<file path="src/rtl/exu_wb_queue.sv">
// Writeback result queue between one EXU result port and the CDB arbiter.
// Latency: a pushed result requests the CDB the cycle after the push (no empty bypass).
// Backpressure: in_rdy = ~full, independent of cdb_rdy; head tag/data hold while not granted.
module exu_wb_queue #(
  parameter int TAG_W  = 4,
  parameter int DATA_W = 32,
  parameter int DEPTH  = 4
) (
  input  logic                       clk,
  input  logic                       rst,
  input  logic                       flush,
  input  logic                       in_vld,
  output logic                       in_rdy,
  input  logic [TAG_W-1:0]           in_tag,
  input  logic [DATA_W-1:0]          in_wdata,
  output logic                       cdb_req,
  input  logic                       cdb_rdy,
  output logic [TAG_W-1:0]           cdb_tag,
  output logic [DATA_W-1:0]          cdb_wdata,
  output logic [$clog2(DEPTH):0]     count
);

  localparam int PTR_W = $clog2(DEPTH);
  localparam int CNT_W = PTR_W + 1;
  localparam int ENT_W = TAG_W + DATA_W;
  localparam logic [CNT_W-1:0] FULL_CNT = CNT_W'(DEPTH);

  // Storage is deliberately not reset; occupancy is tracked by count_q alone.
  logic [ENT_W-1:0] mem_q [DEPTH];

  logic [PTR_W-1:0] wr_ptr_q, wr_ptr_d;
  logic [PTR_W-1:0] rd_ptr_q, rd_ptr_d;
  logic [CNT_W-1:0] count_q, count_d;

  logic push;
  logic pop;
  logic [ENT_W-1:0] head;

  // Full/empty derive from count, so pointers may wrap freely.
  assign in_rdy  = (count_q != FULL_CNT);
  assign cdb_req = (count_q != '0);
  assign push    = in_vld & in_rdy;
  assign pop     = cdb_req & cdb_rdy;
  assign count   = count_q;

  // Head comes straight from registered state; zeroed when the queue is empty.
  assign head      = mem_q[rd_ptr_q];
  assign cdb_tag   = cdb_req ? head[ENT_W-1:DATA_W] : '0;
  assign cdb_wdata = cdb_req ? head[DATA_W-1:0]     : '0;

  // Next-state for pointers and occupancy; flush overrides any push or pop.
  always_comb begin
    wr_ptr_d = wr_ptr_q;
    rd_ptr_d = rd_ptr_q;
    count_d  = count_q;
    if (flush) begin
      wr_ptr_d = '0;
      rd_ptr_d = '0;
      count_d  = '0;
    end else begin
      if (push) wr_ptr_d = wr_ptr_q + 1'b1;
      if (pop)  rd_ptr_d = rd_ptr_q + 1'b1;
      case ({push, pop})
        2'b10:   count_d = count_q + 1'b1;
        2'b01:   count_d = count_q - 1'b1;
        default: count_d = count_q;
      endcase
    end
  end

  // Control state registers with synchronous active-low reset.
  always_ff @(posedge clk) begin
    if (!rst) begin
      wr_ptr_q <= '0;
      rd_ptr_q <= '0;
      count_q  <= '0;
    end else begin
      wr_ptr_q <= wr_ptr_d;
      rd_ptr_q <= rd_ptr_d;
      count_q  <= count_d;
    end
  end

  // Entry write; a push that coincides with flush or reset is dropped.
  always_ff @(posedge clk) begin
    if (rst && !flush && push) begin
      mem_q[wr_ptr_q] <= {in_tag, in_wdata};
    end
  end

  // Occupancy sanity: never overfilled, never pushed when full, never popped when empty.
  always_ff @(posedge clk) begin
    if (rst) begin
      assert (count_q <= FULL_CNT);
      assert (!(push && (count_q == FULL_CNT)));
      assert (!(pop && (count_q == '0)));
    end
  end

endmodule

</file>
<file path="config.mk">
export PLATFORM = sky130hd
export DESIGN_NAME = exu_wb_queue
export DESIGN_NICKNAME = d
export VERILOG_FILES = /design/src/rtl/exu_wb_queue.sv
export SDC_FILE = /design/constraint.sdc
export NUM_CORES = 1
export LEC_CHECK = 0
export CORE_MARGIN = 8
export CORE_UTILIZATION = 36
export CTS_BUF_LIST = sky130_fd_sc_hd__clkbuf_4 sky130_fd_sc_hd__clkbuf_8
export DETAILED_ROUTE_END_ITERATION = 10
export GPL_TIMING_DRIVEN = 0
export PLACE_DENSITY = 0.66
export RECOVER_POWER = 100
export SYNTH_ARGS = -nofsm -noshare
export SYNTH_HDL_FRONTEND = slang
export SYNTH_SLANG_ARGS = --single-unit
</file>
<file path="constraint.sdc">
create_clock -name clk -period 2.7 [get_ports clk]
set_input_delay 0.405 -clock clk [delete_from_list [all_inputs] [get_ports clk]]
set_output_delay 0.405 -clock clk [all_outputs]
set_load 0.05 [all_outputs]
</file>
==> results of run 1 <==
cells in the mapped netlist (2+ instances only):
cell type	n	area (µm²)
xor2_1	2	17.5
mux4_2	36	811
nand4_1	2	12.5
edfxtp_1	144	4320
dfxtp_1	9	180
and3_1	4	25.0
nand2_1	3	11.3
a21oi_1	3	15.0
inv_1	7	26.3
buf_2	4	20.0
clkbuf_1	3	11.3
o21ai_0	5	25.0
or3_1	2	12.5
nor2b_1	38	238
nor2_1	3	11.3
ha_1	5	62.6
buf_6	4	45.0
through the flow:
step	worst slack (ns)	setup TNS, ns
CTS	-0.0113	-0.0113
global placement	-0.712	-98.73
detailed placement	-0.162	-1.41
finish	0.134	0
floorplan	0.0178	0
global route	0.00155	0
path summary, 6_finish.rpt:
kind | from | to | slack [ns] | cells after the start
max | flop | cdb_wdata[30] | 0.13 | 5
min | rd_ptr_q[1]$_SDFFE_PP0P_ | rd_ptr_q[1]$_SDFFE_PP0P_ | 0.50 | 2
max reg2reg | count[2]$_SDFFE_PP0P_ | count[2]$_SDFFE_PP0P_ | 0.20 | 9
min reg2reg | rd_ptr_q[1]$_SDFFE_PP0P_ | rd_ptr_q[1]$_SDFFE_PP0P_ | 0.50 | 2
power breakdown:
part           switching, mW  internal (mW)  total (mW)
clock                  0.838          0.916        1.75
sequential           0.00837           2.62        2.63
combinational          0.254          0.142       0.396
timing repair:
action | in CTS | in global routing
resized for setup | 91 | 22
endpoints found under the setup margin | 37 | 11
setup buffers | 0 | 0
hold buffers | 0 | 0
pin swaps | 0 | 0
area by class of cell:
class / instances / area, µm²
clock inverters: 15 / 175
repair buffers: 85 / 858
inverters: 7 / 26.3
well taps: 220 / 275
fillers: 1466 / 8870
plain buffers: 12 / 97.6
multi-input cells: 110 / 1310
clock buffers: 17 / 234
flip-flops and latches: 153 / 4500
flip-flops by register name, summed over array words and instances (netlist names), named ones only:
name	flops
mem_q	144
rd_ptr_q	2
wr_ptr_q	2
count	3
worst max-delay path, delay by kind of cell (launching register included):
kind | cells | cell delay [ns]
flip-flops | 1 | 0.33
buffers and inverters | 3 | 0.73
AND/OR/NAND/NOR | 1 | 0.15
multiplexers | 1 | 0.51
cells by family after synthesis:
logic type / count (synthesis)
flops: 153
simple gates: 57
fa+ha+maj: 6
buf+inv: 19
mux: 36
compound gates: 9
xor+xnor: 2
routing by layer:
layer  share of wire  global-route usage  vias to the layer above
met5         0.00087                   0                        -
met4           0.022              0.0570                        2
met3           0.057              0.0370                       22
met2            0.52               0.203                       77
met1            0.40               0.131                     1460
li1                -                   -                     1332
==> impl_metrics.py, run 1 <==
metrics = {
    "detailed_routing": {
        "drc": 0,
        "routed_wl_mm": 11.5,
        "antenna_left": 0,
        "dr.pass1.iters": 4,
        "num_vias": 2893,
        "wl_per_cell_um": 18.6,
        "drtIter0Drc": 124,
        "vias_per_cell": 4.67,
    },
    "layout": {
        "syn2layout_area_growth_pct": 26.2,
        "diodes": 0,
        "final_core_util": 0.458,
        "instances_no_fill": 619,
        "layout_commonest_cell": "edfxtp_1",
        "fin_nets": 433,
        "fin_area_um2": 7480,
        "final_cell_mix": "edfxtp_1 (144), dlygate4sd3_1 (41), nor2b_1 (38)",
        "drive_gt1_frac": 0.286,
    },
    "run": {
        "max_cap_viol_count": 0,
    },
    "clock_tree": {
        "cts-htree-levels": 4,
        "clockRootBuffer": "clkbuf_8",
        "numCtsBuffers": 17,
        "clock_latency_ns": 0.44,
        "cts_tree": "yes",
        "cts_buffer_depth": 2,
        "cts_sinks": 153,
        "cts.clk_slew.worst_paths_ns": 0.08,
    },
    "place": {
        "portBuffers": 81,
        "placed_area_um2": 7130,
        "gp_congestion": 0.724,
        "hpwlAfterDp_mm": 7.56,
        "dp.cells": 587,
    },
    "pwr": {
        "ir_worst_vdd_mv": 0.350,
        "power.total_mw": 4.78,
        "p_leak_nw": 2.42,
        "cellPowerDensity_nw_per_um2": 638,
    },
    "synth": {
        "ys_async_sr_fraction": 0,
        "synth_xor_area_frac": 0.00296,
        "ys_ff_latch": 153,
        "synth_edf_count": 144,
        "muxShareOfSynthArea": 0.137,
        "synth_cells": 282,
        "synth-compound-area-share": 0.00802,
        "synth_nets": 329,
        "ys_warn_count": 0,
        "syn_area_um2": 5930,
        "yosysSeqAreaShare": 0.760,
        "synth_ff_type": "edfxtp_1",
        "avgSynthCellArea_um2": 21.0,
        "synth_cell_types": 25,
        "synthAdderAreaFrac": 0.0139,
        "synth_top_family_by_area": "multiplexers",
        "synthSimpleGateAreaFrac": 0.0602,
    },
    "global_routing": {
        "grt_antenna_before_repair": 1,
        "grtUsageTotal": 0.118,
        "overflow": 0,
        "grt_max_degree": 20,
        "grt_pass1_wl_mm": 17.6,
        "grt_pass1_vias": 3210,
    },
    "floorplan": {
        "pin_count": 82,
        "fp.dieArea_um2": 20800,
        "core_area_um2": 16300,
        "die_h_um": 144,
        "row_count": 47,
        "die_x_um": 144,
        "start_util": 0.363,
    },
    "sta": {
        "worst_hold_slack_ns": 0.504,
        "max_freq_mhz": 390,
        "finalHoldViolCount": 0,
        "finalCritPeriodShare": 0.950,
        "max_slew_margin": 0.270,
        "finalClockSkew_ns": 0.00846,
        "setup_violations": 0,
        "period_needed_ns": 2.57,
        "tightest_slew_ns": 1.10,
        "rsz0062_at_grt": "false",
        "slew_viol_final": 0,
    },
    "worst_setup_path": {
        "cp_common_cell": "buf_6",
        "worstPathArrival_ns": 2.16,
        "required_ns": 2.30,
        "crit_chain": "buf_6, buf_6, mux4_2, nor2b_1, clkdlybuf4s15_2",
        "criticalPathCategory": "flop to output pin",
        "cp_slowest_stage_delay_ns": 0.51,
        "critPathSlowestCell": "mux4_2",
        "startpoint_type": "flop",
        "critPathMaxFanout": 10,
        "crit_path_end_kind": "output pin",
    },
    "run_status": {
        "status": "completed",
    },
    "hold_path": {
        "hp-class": "flop to flop",
    },
}
Note: power is estimated with default switching activity, not from simulation.
==> inputs of run 2 (changes only) <==
--- a/config.mk
+++ b/config.mk
@@ -6,11 +6,11 @@
 export NUM_CORES = 1
 export LEC_CHECK = 0
 export CORE_MARGIN = 8
-export CORE_UTILIZATION = 36
+export CORE_UTILIZATION = 40
 export CTS_BUF_LIST = sky130_fd_sc_hd__clkbuf_4 sky130_fd_sc_hd__clkbuf_8
 export DETAILED_ROUTE_END_ITERATION = 10
 export GPL_TIMING_DRIVEN = 0
-export PLACE_DENSITY = 0.66
+export PLACE_DENSITY = 0.71
 export RECOVER_POWER = 100
 export SYNTH_ARGS = -nofsm -noshare
 export SYNTH_HDL_FRONTEND = slang
==> run 2 against run 1 <==
Sequential share of layout area rose by 0.60 points. Via count rose by 2.0%. Critical path depth unchanged. Routed wire length fell by 0.13%. Worst hold slack got worse by 0.0020 ns. Total power grew 0.88%. Global-route usage increased by 0.97 points. Combinational power about the same. Final area is 0.99% lower. Critical endpoint is now cdb_wdata[10].
==> impl_metrics.py, run 2 (same netlist as run 1, synthesis figures left out) <==
metrics = {
    "run_status": {
        "status": "completed",
    },
    "global_routing": {
        "grt_pass1_vias": 3270,
        "grt_antenna_before_repair": 1,
        "overflow": 0,
        "grtUsageTotal": 0.128,
        "grt_max_degree": 20,
        "grt_pass1_wl_mm": 17.3,
    },
    "pwr": {
        "p_leak_nw": 2.44,
        "cellPowerDensity_nw_per_um2": 650,
        "power.total_mw": 4.82,
        "ir_worst_vdd_mv": 0.355,
    },
    "clock_tree": {
        "cts_sinks": 153,
        "cts.clk_slew.worst_paths_ns": 0.07,
        "clockRootBuffer": "clkbuf_8",
        "numCtsBuffers": 17,
        "cts_buffer_depth": 2,
        "cts_tree": "yes",
        "post-cts-setup-buffer-count": 0,
        "cts-htree-levels": 4,
        "clock_latency_ns": 0.44,
    },
    "worst_setup_path": {
        "required_ns": 2.30,
        "criticalPathCategory": "flop to output pin",
        "worstPathArrival_ns": 2.15,
        "startpoint_type": "flop",
        "worst_r2r_startpoint": "count[2]$_SDFFE_PP0P_",
        "r2r_setup_slack_ns": 0.24,
        "reg2reg_depth": 9,
        "timing.rr.end": "count[2]$_SDFFE_PP0P_",
        "crit_path_end_kind": "output pin",
        "critPathMaxFanout": 10,
    },
    "sta": {
        "rsz0062_at_grt": "false",
        "max_slew_margin": 0.195,
        "setup_slack_ns": 0.142,
        "finalClockSkew_ns": 0.00608,
        "finalCritPeriodShare": 0.948,
        "finalHoldViolCount": 0,
        "slew_viol_final": 0,
        "max_freq_mhz": 391,
        "tightest_slew_ns": 1.21,
        "period_needed_ns": 2.56,
        "setup_violations": 0,
    },
    "layout": {
        "fin_nets": 433,
        "layout_commonest_cell": "edfxtp_1",
        "drive_gt1_frac": 0.281,
        "final_cell_mix": "edfxtp_1 (144), dlygate4sd3_1 (41), nor2b_1 (38)",
        "final_core_util": 0.510,
        "diodes": 0,
        "largest_reg_flops": 144,
        "syn2layout_area_growth_pct": 25.0,
        "fin_area_um2": 7410,
        "top_register": "mem_q",
    },
    "place": {
        "gp_congestion": 0.698,
        "hpwlAfterDp_mm": 7.45,
        "placed_area_um2": 7080,
        "portBuffers": 81,
        "dpl_worst_slack_ns": -0.127,
    },
    "floorplan": {
        "fp.dieArea_um2": 19000,
        "start_util": 0.408,
        "core_area_um2": 14500,
        "die_h_um": 138,
        "die_x_um": 138,
        "pin_count": 82,
        "row_count": 44,
    },
    "detailed_routing": {
        "drc": 0,
        "dr.pass1.iters": 4,
        "vias_per_cell": 5.07,
        "wl_per_cell_um": 19.7,
        "routed_wl_mm": 11.5,
        "num_vias": 2952,
        "antenna_left": 0,
        "drtIter0Drc": 174,
    },
    "hold_path": {
        "min-delay-start": "rd_ptr_q[1]$_SDFFE_PP0P_",
        "hp-class": "flop to flop",
        "hold_path_depth": 2,
    },
    "run": {
        "max_cap_viol_count": 0,
    },
}
-- run 2: cell count changes in the layout (fill, tap and decap cells not counted), sizes merged --
cell / delta
clkdlybuf4s15: -9
inv: -3
buf: +1
clkbuf: +11
clkinv: -2
bufinv: +1
-- run 2: critical path, cell delays in order (launching register included) --
cell and delay (ns):
dfxtp_1 0.33, buf_6 0.17, buf_6 0.21, mux4_2 0.51
nor2b_1 0.14, clkdlybuf4s15_2 0.35
-- run 2: final cells by class --
type / count / area, µm²
multi-input cells: 110 / 1320
well taps: 184 / 230
fillers: 1222 / 7130
inverters: 7 / 26.3
repair buffers: 85 / 825
clock inverters: 11 / 154
flip-flops and latches: 153 / 4500
clock buffers: 20 / 256
plain buffers: 12 / 93.8
-- run 2: worst max-delay path by stage --
stage / startpoint / to / slack (ns) / cells past startpoint
final: flop / cdb_wdata[10] / 0.14 / 5
after detailed placement: count[1]$_SDFFE_PP0P_ / cdb_wdata[14] / -0.13 / 5
after CTS: flop / cdb_wdata[12] / -0.009 / 5
after global placement: rst / mem_q[0][24]$_DFFE_PP_ / -0.66 / 3
after global routing: flop / cdb_wdata[1] / 0.0004 / 5
after floorplan: count[2]$_SDFFE_PP0P_ / count[2]$_SDFFE_PP0P_ / 0.02 / 9
-- run 2: timing repair --
| item | in CTS | in global routing |
|---|---|---|
| resized for setup | 90 | 40 |
| endpoints found under the setup margin | 37 | 20 |
| hold buffers | 0 | 0 |
-- run 2: metal layers --
layer,part of all wire,GRT usage
met5,0.00070,0
met4,0.018,0.0579
met3,0.067,0.0478
met2,0.50,0.209
met1,0.41,0.147
-- run 2: power breakdown --
| group | leakage (nW) | switching [mW] | internal, mW |
|---|---|---|---|
| registers | 1.37 | 0.00877 | 2.62 |
| clock network | 0.209 | 0.778 | 1.02 |
| logic | 0.854 | 0.256 | 0.139 |
-- run 2: through the flow --
step / TNS [ns] / hold WS [ns] / instances
after floorplan: 0 / 0.459 / 282
after global placement: -94.17 / 0.471 / 547
after detailed placement: -0.877 / 0.503 / 551
after CTS: -0.0153 / 0.513 / 582
after global routing: 0 / 0.540 / 582
final: 0 / 0.502 / 582
